--- src/rtl/chacha_pkg.sv ---
// Shared ChaCha word type, rotate helper and inverse quarter-round step encoding.
package chacha_pkg;

  typedef logic [31:0] word_t;

  localparam int ROT_16 = 16;
  localparam int ROT_12 = 12;
  localparam int ROT_8  = 8;
  localparam int ROT_7  = 7;

  typedef enum logic [1:0] {
    S0 = 2'd0,
    S1 = 2'd1,
    S2 = 2'd2,
    S3 = 2'd3
  } step_t;

  function automatic word_t rotr(word_t w, int n);
    return (w >> n) | (w << (32 - n));
  endfunction

endpackage

--- src/rtl/inv_qr_step.sv ---
// One inverse ARX step of the ChaCha quarter-round, selected by step; purely combinational.
module inv_qr_step
  import chacha_pkg::*;
(
  input  step_t step,
  input  word_t a,
  input  word_t b,
  input  word_t c,
  input  word_t d,
  output word_t a_nxt,
  output word_t b_nxt,
  output word_t c_nxt,
  output word_t d_nxt
);

  // Ops within a step run in order; later ops see the words updated earlier in the same step.
  always_comb begin
    word_t ta, tb, tc, td;
    ta = a;
    tb = b;
    tc = c;
    td = d;
    case (step)
      S0: begin
        tb = rotr(tb, ROT_7) ^ tc;
        tc = tc - td;
        td = rotr(td, ROT_8) ^ ta;
      end
      S1: begin
        ta = ta - tb;
      end
      S2: begin
        tb = rotr(tb, ROT_12) ^ tc;
        tc = tc - td;
      end
      S3: begin
        td = rotr(td, ROT_16) ^ ta;
        ta = ta - tb;
      end
      default: ;
    endcase
    a_nxt = ta;
    b_nxt = tb;
    c_nxt = tc;
    d_nxt = td;
  end

endmodule

--- src/rtl/inv_round.sv ---
// Iterative inverse ChaCha quarter-round: one step per clock, result 4*ITERS cycles after accept.
// One job in flight; the result is held with out_valid until out_ready, no input accepted meanwhile.
module inv_round
  import chacha_pkg::*;
#(
  parameter int WIDTH = 32,  // rotate amounts assume 32-bit words
  parameter int ITERS = 1
) (
  input  logic             clock,
  input  logic             reset_n,
  input  logic             in_valid,
  output logic             in_ready,
  input  logic [WIDTH-1:0] input_a,
  input  logic [WIDTH-1:0] input_b,
  input  logic [WIDTH-1:0] input_c,
  input  logic [WIDTH-1:0] input_d,
  output logic             out_valid,
  input  logic             out_ready,
  output logic [WIDTH-1:0] output_a,
  output logic [WIDTH-1:0] output_b,
  output logic [WIDTH-1:0] output_c,
  output logic [WIDTH-1:0] output_d
);

  localparam logic [1:0] IDLE = 2'd0;
  localparam logic [1:0] BUSY = 2'd1;
  localparam logic [1:0] DONE = 2'd2;

  localparam int IW = $clog2(ITERS + 1);
  localparam logic [IW-1:0] LAST_ITER = IW'(ITERS - 1);

  logic [1:0]    state;
  logic [1:0]    step_cnt;
  logic [IW-1:0] iter_cnt;
  word_t         wa, wb, wc, wd;
  word_t         na, nb, nc, nd;
  word_t         res_a, res_b, res_c, res_d;
  logic          last_step;

  inv_qr_step u_step (
    .step  (step_t'(step_cnt)),
    .a     (wa),
    .b     (wb),
    .c     (wc),
    .d     (wd),
    .a_nxt (na),
    .b_nxt (nb),
    .c_nxt (nc),
    .d_nxt (nd)
  );

  assign last_step = (step_cnt == 2'd3) && (iter_cnt == LAST_ITER);
  assign in_ready  = (state == IDLE);
  assign out_valid = (state == DONE);
  assign output_a  = res_a;
  assign output_b  = res_b;
  assign output_c  = res_c;
  assign output_d  = res_d;

  always_ff @(posedge clock or negedge reset_n) begin
    if (!reset_n) begin
      state    <= IDLE;
      step_cnt <= 2'd0;
      iter_cnt <= '0;
      wa       <= '0;
      wb       <= '0;
      wc       <= '0;
      wd       <= '0;
      res_a    <= '0;
      res_b    <= '0;
      res_c    <= '0;
      res_d    <= '0;
    end else begin
      case (state)
        IDLE: begin
          if (in_valid) begin
            wa       <= input_a;
            wb       <= input_b;
            wc       <= input_c;
            wd       <= input_d;
            step_cnt <= 2'd0;
            iter_cnt <= '0;
            state    <= BUSY;
          end
        end
        BUSY: begin
          wa       <= na;
          wb       <= nb;
          wc       <= nc;
          wd       <= nd;
          step_cnt <= step_cnt + 2'd1;
          if (step_cnt == 2'd3) begin
            iter_cnt <= iter_cnt + IW'(1);
          end
          // The last step's result goes straight to the output registers so it is visible on entering DONE.
          if (last_step) begin
            res_a <= na;
            res_b <= nb;
            res_c <= nc;
            res_d <= nd;
            state <= DONE;
          end
        end
        DONE: begin
          if (out_ready) begin
            state <= IDLE;
          end
        end
        default: state <= IDLE;
      endcase
    end
  end

endmodule

--- config.mk ---
export PLATFORM = sky130hd
export DESIGN_NAME = inv_round
export DESIGN_NICKNAME = d
export VERILOG_FILES = /design/src/rtl/chacha_pkg.sv /design/src/rtl/inv_qr_step.sv /design/src/rtl/inv_round.sv
export SDC_FILE = /design/constraint.sdc
export NUM_CORES = 1
export LEC_CHECK = 0
export ABC_AREA = 1
export ABC_CLOCK_PERIOD_IN_PS = 2900
export CAP_MARGIN = 20
export CORE_MARGIN = 3
export CORE_UTILIZATION = 36
export CTS_BUF_LIST = sky130_fd_sc_hd__clkbuf_8
export CTS_CLUSTER_DIAMETER = 100
export DETAILED_ROUTE_END_ITERATION = 7
export PLACE_DENSITY = 0.6
export SLEW_MARGIN = 5
export SYNTH_ARGS = -nofsm -noshare
export SYNTH_HDL_FRONTEND = slang
export SYNTH_SLANG_ARGS = --single-unit
--- constraint.sdc ---
create_clock -name clock -period 2.9 [get_ports clock]
set_clock_uncertainty 0.15 [all_clocks]
set_input_delay 0.58 -clock clock [delete_from_list [all_inputs] [get_ports clock]]
set_output_delay 0.58 -clock clock [all_outputs]
set_load 0.01 [all_outputs]
# Word level (Yosys, flattened, before mapping)

Index checks and enable logic that the tools add are counted.

Flip-flop bits (word level): 261
Bits of input ports: 132
Output and inout bits: 130
Word-level logic and storage cells: 64

Add/subtract/negate cells: 4
Eq/ne operators: 9
Multiplexer cells: 21
Bitwise gates (word level): 9
Reductions and logical operators: 10

Operators by type and width:

| cell                                                             | number |
|---|---|
| 32-bit one-hot mux with 2 select lines                           | 6 |
| 32-bit two-way mux                                               | 6 |
| 32-bit XOR                                                       | 4 |
| 32-bit subtractor                                                | 2 |
| 16-bit by 32-bit OR with 32-bit output                           | 1 |
| 20-bit by 32-bit OR with 32-bit output                           | 1 |
| 24-bit by 32-bit OR with 32-bit output                           | 1 |
| 25-bit by 32-bit OR with 32-bit output                           | 1 |
| 2-bit two-way mux                                                | 4 |
| 2-bit == test (second input constant)                            | 3 |
| 2-bit != test (second input constant)                            | 3 |
| 2-bit one-hot mux with 3 select lines                            | 1 |
| 3-bit AND reduction                                              | 2 |
| 2-bit by 1-bit == test with 1-bit output (second input constant) | 2 |
| 2-bit zero test                                                  | 2 |
| 2-bit one-hot mux with 2 select lines                            | 1 |
| 2-bit AND reduction                                              | 2 |
| 2-bit OR reduction                                               | 2 |
| 2-bit by 1-bit adder with 2-bit output (second input constant)   | 1 |
| 1-bit two-way mux                                                | 2 |
| 2-bit by 1-bit != test with 1-bit output (second input constant) | 1 |
| 1-bit one-hot mux with 2 select lines                            | 1 |
| 2-bit nonzero test                                               | 1 |
| 1-bit adder (second input constant)                              | 1 |
| 2 further kinds                                                  | 2 |

# Depth between registers and ports, before layout

Gate-level depths: netlist of the first run.

Depth in word-level cells: 4
Gate-level depth with buffers: 16
Mapped depth without buffers: 16

# Cells and area by module

From an unflattened synthesis of the first run, not the netlist that was laid out.

Cell total of the unflattened synthesis: 3198
Area, all modules: 19602.6 µm²

By module, submodules not included:

| module      | instances | cells an instance | area an instance (µm²) | seq. area each (µm²) |
|---|---|---|---|---|
| inv_round   | 1         | 1549              | 11867.6                | 6531.3 |
| inv_qr_step | 1         | 1649              | 7734.9                 | 0.0 |

# Worst setup path after synthesis of the first run

Ideal clock, no wire load.

Path kind: register to register
Start: reg wd[0]
End: reg wc[16]
Setup time: 0.131 ns
Data arrival time: 1.933 ns
Required time: 2.619 ns
Slack: 0.686 ns
Stages on the path, launching flop included: 13
Clock period less this slack: 2.214 ns
Cells stage by stage: dfrtp_1 -> ha_1 -> fa_1 -> inv_1 -> nand3_1 -> nand3_1 -> nand2_1 -> nand2_1 -> nand2_1 -> nand2_1 -> xor2_1 -> o21ai_0 -> a21oi_1

Word-level cells in the longest chain between the ends: 3

RTL lines:

| element                                | line                                 | text |
|---|---|---|
| from (decl)                            | inv_round.sv:35                      | `word_t wa, wb, wc, wd;` |
| from (signal assigned)                 | inv_round.sv:80                      | `wd <= input_d;` |
| from (signal assigned)                 | inv_round.sv:90                      | `wd <= nd;` |
| 32-bit subtractor                      | inv_qr_step.sv:26, inv_qr_step.sv:34 |  |
| 32-bit two-way mux                     | -                                    |  |
| 32-bit one-hot mux with 2 select lines | inv_round.sv:74                      | `case (state)` |
| to (signal assigned)                   | inv_round.sv:79                      | `wc <= input_c;` |
| to (signal assigned)                   | inv_round.sv:89                      | `wc <= nc;` |
| to (decl)                              | inv_round.sv:35                      |  |

No other way between the ends.
A chain may end at the register's enable or synchronous reset.

# Worst setup path after layout of the first run

Start: reg step_cnt[0]
End: reg res_d[6] (netlist: output_d[6])

Word-level cells in the longest chain between the ends: 3
Elaborated cells between the ends (all ways): 5
Those cells by class: eq/ne (1); mux (1); reduce/logical (3)

RTL lines:

| element                       | line                               | text |
|---|---|---|
| from (decl)                   | inv_round.sv:33                    | `logic [1:0] step_cnt;` |
| from (signal assigned)        | inv_round.sv:91                    | `step_cnt <= step_cnt + 2'd1;` |
| 2-bit == test                 | inv_qr_step.sv:23, inv_round.sv:52 |  |
| 1-bit logical AND             | inv_round.sv:52                    | `assign last_step = (step_cnt == 2'd3) && (iter_cnt == LAST_ITER);` |
| 2-bit AND reduction (no line) | -                                  |  |
| to (signal assigned)          | inv_round.sv:100                   | `res_d <= nd;` |
| to (decl)                     | inv_round.sv:37                    | `word_t res_a, res_b, res_c, res_d;` |

Parallel ways exist; a longest one is shown, timed or not.

==> results of run 1 <==
## sequential cells by signal (all words and copies together) (netlist names)
name and cells:
wd 32, wa 32, output_b 32, iter_cnt 1, wb 32, output_d 32
output_c 32, output_a 32, step_cnt 2, state 2, wc 32
## placed cells by master (no fill, tap or decap), types with 3 or more instances in the layout
master | Yosys | layout
ha_1 | 66 | 66
clkdlybuf4s50_1 | 0 | 260
xor2_1 | 27 | 27
nor2_4 | 3 | 3
a21oi_1 | 114 | 114
nand4_1 | 9 | 9
inv_1 | 309 | 324
o21bai_1 | 9 | 9
buf_4 | 4 | 45
a22oi_1 | 58 | 58
clkbuf_8 | 0 | 60
nand2_1 | 809 | 808
o211ai_1 | 30 | 30
nand3b_1 | 6 | 6
dfrtp_1 | 261 | 261
o21ai_1 | 106 | 109
xnor2_1 | 7 | 7
buf_12 | 0 | 13
nor2_1 | 239 | 238
clkinv_2 | 0 | 5
nor3_1 | 8 | 8
o21ai_0 | 226 | 223
nor4_1 | 3 | 3
o221ai_1 | 47 | 47
inv_2 | 8 | 7
nand3_1 | 103 | 103
or2_2 | 3 | 3
o22ai_1 | 5 | 5
## Yosys cell counts (2+ instances only)
cell      count
nand4_1       9
o22ai_1       5
ha_1         66
o21ai_0     226
nand2_1     809
nor3_1        8
xnor2_1       7
o221ai_1     47
o21ai_1     106
inv_1       309
a31oi_1       2
dfrtp_1     261
o211ai_1     30
buf_1         4
inv_2         8
o21bai_1      9
nor3b_1       2
a21oi_1     114
buf_2        34
nor4_1        3
nor2_1      239
buf_4         4
xor2_1       27
or2_2         3
clkbuf_1     72
nand3b_1      6
a22oi_1      58
fa_1          2
nor2_4        3
nand3_1     103
and2_1        2
## worst min-delay path: stages, from the launching register on
cell     delay [ps]
dfrtp_1         340
nand2_1          50
o21ai_1          60
## final cells by class
class                           instances  area, um2  area share
Multi-Input combinational cell       1895       9350       0.424
Sequential cell                       261       6530       0.296
Timing Repair Buffer                  320       3230       0.146
Inverter                              319       1200      0.0545
Clock buffer                           60        826      0.0375
Tap cell                              615        769      0.0349
Clock inverter                         24        140     0.00636
## what timing repair did
action / in CTS / in global routing
hold endpoints to repair: 57 / 0
hold buffers: 1 / 0
endpoints found under the setup margin: 2 / 3
gates resized for setup: 1 / 2
pin swaps: 0 / 0
## logic make-up after synthesis
group	after synthesis
AO/OA/AOI/OAI	602
buffers and inverters	434
adder cells (fa/ha/maj)	68
XOR/XNOR	34
AND/OR/NAND/NOR	1191
flip-flops	261
## per-layer routing
layer  track usage  vias up
met5             0        -
met1         0.412     8907
met4         0.122        6
met2         0.463      821
li1              -     8963
met3        0.0591      143
## final timing paths
check,to,slack (ps),cells after the start
hold / removal,output_c[10]$_DFFE_PN0P_,330,2
hold reg to reg,output_c[10]$_DFFE_PN0P_,330,2
setup / recovery,output_d[6]$_DFFE_PN0P_,130,8
max in group asynchronous,output_c[1]$_DFFE_PN0P_,1400,3
min in group asynchronous,wc[10]$_DFFE_PN0P_,350,2
setup reg to reg,output_d[6]$_DFFE_PN0P_,130,8
## stage by stage
| stage | cells | hold slack, ps |
|---|---|---|
| 4_1_cts | 3494 | 288 |
| 5_1_grt | 3494 | 325 |
| 3_5_place_dp | 3409 | 328 |
| 2_1_floorplan | 2590 | 134 |
| 6_report | 3494 | 335 |
| 3_3_place_gp | 3409 | 323 |
==> flow_metrics.py, run 1 <==
metrics = {
    "sta": {
        "relSlewSlack": 0.591,
        "hold_violations": 0,
        "tightest_slew_ps": 607,
        "finalSetupViolCount": 0,
        "setup_tns_ps": 0,
        "post-route-min-period_ps": 2770,
        "fin_crit_sh": 0.956,
        "rsz0062_at_grt": "false",
        "layout_setup_ws_ps": 127,
        "fmax_mhz": 361,
        "slew_violations": 0,
    },
    "drt": {
        "met3WireLength_um": 6060,
        "wire_per_inst_um": 22.2,
        "ant_nets": 0,
        "drc": 0,
        "top_layer": "met5",
        "met1_length_um": 34100,
        "first_pass_iters": 6,
        "routed_wl_um": 77700,
        "vias": 18840,
        "wl_met2_um": 33900,
        "drt_iter0_markers": 2156,
        "viasPerCell": 5.39,
    },
    "yosys": {
        "ys_seq_area_frac": 0.372,
        "ys_types": 43,
        "synth_compound_area_frac": 0.197,
        "yosys.area.top_type": "dfrtp_1",
        "synthAdderAreaFrac": 0.0493,
        "post_synth_and_or_nand_nor_area_fraction": 0.269,
        "synth_area_per_cell_um2": 6.79,
        "synth_mux_area_frac": 0,
        "ys_ff_latch": 261,
        "synth-main-ff-cell": "dfrtp_1",
        "async_reset_ff_frac": 1.00,
        "synth_nets": 2790,
        "yosysWarnings": 0,
        "synth_edf_count": 0,
        "post-synth-top-area-fraction": 0.372,
        "synthesis.area_mm2": 0.0176,
        "synth_area_leaders": "dfrtp_1 (37%), nand2_1 (17%), inv_1 (6.6%)",
        "synth_top_family_by_area": "simple AND/OR/NAND/NOR gates",
        "synthCells": 2590,
        "synth_xor_area_frac": 0.0169,
    },
    "grt": {
        "grt_remaining_overflow": 0,
        "grt_max_degree": 118,
        "gr-usage-all-layers": 0.299,
        "grt_first_pass_wirelength_um": 115000,
        "antenna_found_initial": 2,
        "first_global_vias": 17993,
    },
    "min_path": {
        "worstHoldPathType": "flop to flop",
        "worstHoldStart": "output_c[10]$_DFFE_PN0P_",
    },
    "job": {
        "drv_cap": 0,
    },
    "final_layout": {
        "fin_area_mm2": 0.0220,
        "area_delta_synth_final_pct": 25.4,
        "fill_cells": 4964,
        "post-route-util": 0.460,
        "diodes": 0,
        "fin_nets": 3046,
        "final_layout_size_suffix_gt1_frac": 0.0518,
    },
    "floorplanning": {
        "initial_utilization": 0.367,
        "ioPinCount": 262,
        "die_area_mm2": 0.0515,
        "std_cell_rows": 80,
        "die_w_um": 227,
        "fp.dieH_um": 227,
        "coreArea_mm2": 0.0479,
    },
    "critical_path": {
        "worstReg2RegStart": "step_cnt[0]$_DFFE_PN0P_",
        "crit_start": "step_cnt[0]$_DFFE_PN0P_",
        "critPathCaptureType": "flop",
        "slowest_stage": "xor2_1",
        "cpPeakStageDelay_ps": 510,
        "worstPathArrival_ps": 3180,
        "crit_path_max_fanout": 35,
        "crit_buf_inv": 2,
        "critPathLaunchType": "flop",
        "critPathTopFamily": "buffers and inverters",
        "critPathRequiredTime_ps": 3310,
        "critPathKind": "flop to flop",
        "crit_chain": "ha_1 -> buf_4 -> buf_4 -> nand2_1 -> o21ai_1 -> xor2_1 -> o21ai_1 -> o21ai_0",
    },
    "clocking": {
        "clock-sinks": 261,
        "post_cts_buffers": 0,
        "htreeDepth": 2,
        "path_clk_slew_ps": 60,
        "clk_latency_ps": 650,
        "root_buffer": "clkbuf_8",
        "numCtsBuffers": 49,
        "cts_tree": "built",
        "cts_max_path_buffers": 3,
    },
    "place": {
        "io_buffers": 261,
        "dpl_cell_area_mm2": 0.0211,
        "place_ws_ps": -109,
        "dp_hpwl_um": 60500,
        "globalplace.congestion": 0.966,
    },
    "run_status": {
        "status": "finished clean",
    },
}
Power of run 1 is not shown: default switching activity piles up to over one toggle a cycle in this logic, so the estimate is an artifact.
==> run 2: changes to the inputs <==
- CORE_UTILIZATION: 36 -> 49
- PLACE_DENSITY: 0.6 -> 0.76
==> run 2 against run 1 <==
  * The flow now finishes with violations (negative setup slack)
  * Via count increased by 5.9%
  * First-iteration DRC count rose by 23%
  * Design area hardly changed
  * Hold slack better by 3.6 ps
  * Setup slack worse by 150 ps
  * Critical path depth grew 1
  * Non-clock buffer count is 6 higher
  * Wire length grew 0.83%
  * Utilization increased by 17 points
  * Final cell count down 4.4%
==> flow_metrics.py, run 2 (synthesis results as in run 1) <==
metrics = {
    "run_status": {
        "status": "finished, violations left",
        "violations": "negative setup slack",
    },
    "critical_path": {
        "reg2reg_setup_slack_ps": -20,
        "rr_worst_depth": 9,
        "crit_path_max_fanout": 4,
        "critPathCaptureType": "flop",
        "critPathKind": "flop to flop",
        "critPathRequiredTime_ps": 3200,
        "worstReg2RegStart": "wd[12]$_DFFE_PN0P_",
        "worstPathArrival_ps": 3210,
        "critPathLaunchType": "flop",
        "reg2reg_to": "wc[13]$_DFFE_PN0P_",
    },
    "job": {
        "drv_cap": 0,
    },
    "sta": {
        "hold_violations": 0,
        "post-route-min-period_ps": 2920,
        "tightest_slew_ps": 815,
        "layout_setup_ws_ps": -18.7,
        "fin_crit_sh": 1.01,
        "hold_slack_ps": 338,
        "relSlewSlack": 0.451,
        "fmax_mhz": 343,
        "finalSetupViolCount": 1,
        "slew_violations": 0,
    },
    "floorplanning": {
        "fp.dieH_um": 195,
        "ioPinCount": 262,
        "std_cell_rows": 68,
        "initial_utilization": 0.503,
        "die_w_um": 195,
        "die_area_mm2": 0.0382,
        "coreArea_mm2": 0.0350,
    },
    "clocking": {
        "clock-sinks": 261,
        "htreeDepth": 2,
        "clk_latency_ps": 650,
        "root_buffer": "clkbuf_8",
        "numCtsBuffers": 46,
        "cts_tree": "built",
        "cts_max_path_buffers": 3,
        "path_clk_slew_ps": 70,
    },
    "min_path": {
        "worstHoldPathType": "flop to flop",
        "worstHoldStart": "output_a[2]$_DFFE_PN0P_",
        "min_path_cells": 2,
        "min_to": "output_a[2]$_DFFE_PN0P_",
    },
    "final_layout": {
        "area_delta_synth_final_pct": 25.3,
        "fin_nets": 3049,
        "fill_cells": 2957,
        "final_cell_mix": "nand2_1 (807), inv_1 (315), dfrtp_1 (261)",
        "layout.cells.most_common": "nand2_1",
        "final_layout_size_suffix_gt1_frac": 0.0589,
    },
    "drt": {
        "first_pass_iters": 8,
        "vias": 19953,
        "ant_nets": 0,
        "drt_iter0_markers": 2646,
        "drc": 0,
        "wire_per_inst_um": 23.5,
        "viasPerCell": 5.97,
        "routed_wl_um": 78400,
    },
    "grt": {
        "gr-usage-all-layers": 0.402,
        "grt_remaining_overflow": 0,
        "grt_max_degree": 130,
        "grt_first_pass_wirelength_um": 117000,
        "first_global_vias": 19193,
        "antenna_found_initial": 3,
    },
    "place": {
        "dp_hpwl_um": 60400,
        "io_buffers": 261,
        "globalplace.congestion": 1.01,
    },
}
-- run 2: what timing repair did --
item | in CTS | in global routing
resized for setup | 1 | 9
setup endpoints to repair | 2 | 27
hold buffers | 1 | 0
hold endpoints to repair | 62 | 0
setup buffers | 0 | 1
-- run 2: area by class of cell --
| cell class | instances | area (um2) | share of cell area |
|---|---|---|---|
| multi-input cells | 1895 | 9390 | 0.426 |
| clock inverters | 28 | 284 | 0.0129 |
| flip-flops and latches | 261 | 6530 | 0.296 |
| clock buffers | 56 | 771 | 0.0350 |
| inverters | 319 | 1210 | 0.0548 |
| well taps | 455 | 569 | 0.0258 |
| repair buffers | 326 | 3270 | 0.148 |
| diodes | 2 | 5.00 | 0.000227 |
-- run 2: layer usage --
metal,vias up,part of all wire,global-route usage,routed length [um]
li1,8959,-,-,-
met1,9353,0.41,0.556,31900
met2,1379,0.42,0.596,33000
met3,258,0.11,0.0799,8610
met4,4,0.062,0.211,4860
met5,-,0.00031,0,24
-- run 2: per-stage QoR --
step / setup WS (ps) / util / instance area [um2] / std cells / TNS, ps
5_1_grt: -18.9 / 0.630 / 22000 / 3340 / -34.6
3_5_place_dp: 39.5 / 0.598 / 20900 / 3254 / 0
2_1_floorplan: 686 / - / 17600 / 2590 / 0
6_report: -18.7 / 0.630 / 22000 / 3342 / -18.7
3_3_place_gp: 65.8 / 0.598 / 20900 / 3254 / 0
4_1_cts: 11.0 / 0.629 / 22000 / 3339 / 0
-- run 2: how the worst max path moves through the flow --
stage	startpoint	endpoint	slack, ps	cells after the start
after floorplan	wd[0]$_DFFE_PN0P_	wc[16]$_DFFE_PN0P_	690	12
after global placement	wc[0]$_DFFE_PN0P_	wc[14]$_DFFE_PN0P_	70	11
after detailed placement	step_cnt[0]$_DFFE_PN0P_	output_d[9]$_DFFE_PN0P_	40	6
after global routing	wc[0]$_DFFE_PN0P_	output_c[24]$_DFFE_PN0P_	-20	14
after CTS	wc[0]$_DFFE_PN0P_	output_c[16]$_DFFE_PN0P_	10	13
final	wd[12]$_DFFE_PN0P_	wc[13]$_DFFE_PN0P_	-20	9
-- run 2: critical path: stages, from the launching register on --
cell	delay [ps]
dfrtp_1	340
inv_1	140
ha_1	450
nand2_1	140
nor2_1	340
nand3_1	120
nand2_1	210
xor2_1	100
o21ai_0	550
a21oi_1	160
Power of run 2 is left out for the same reason.
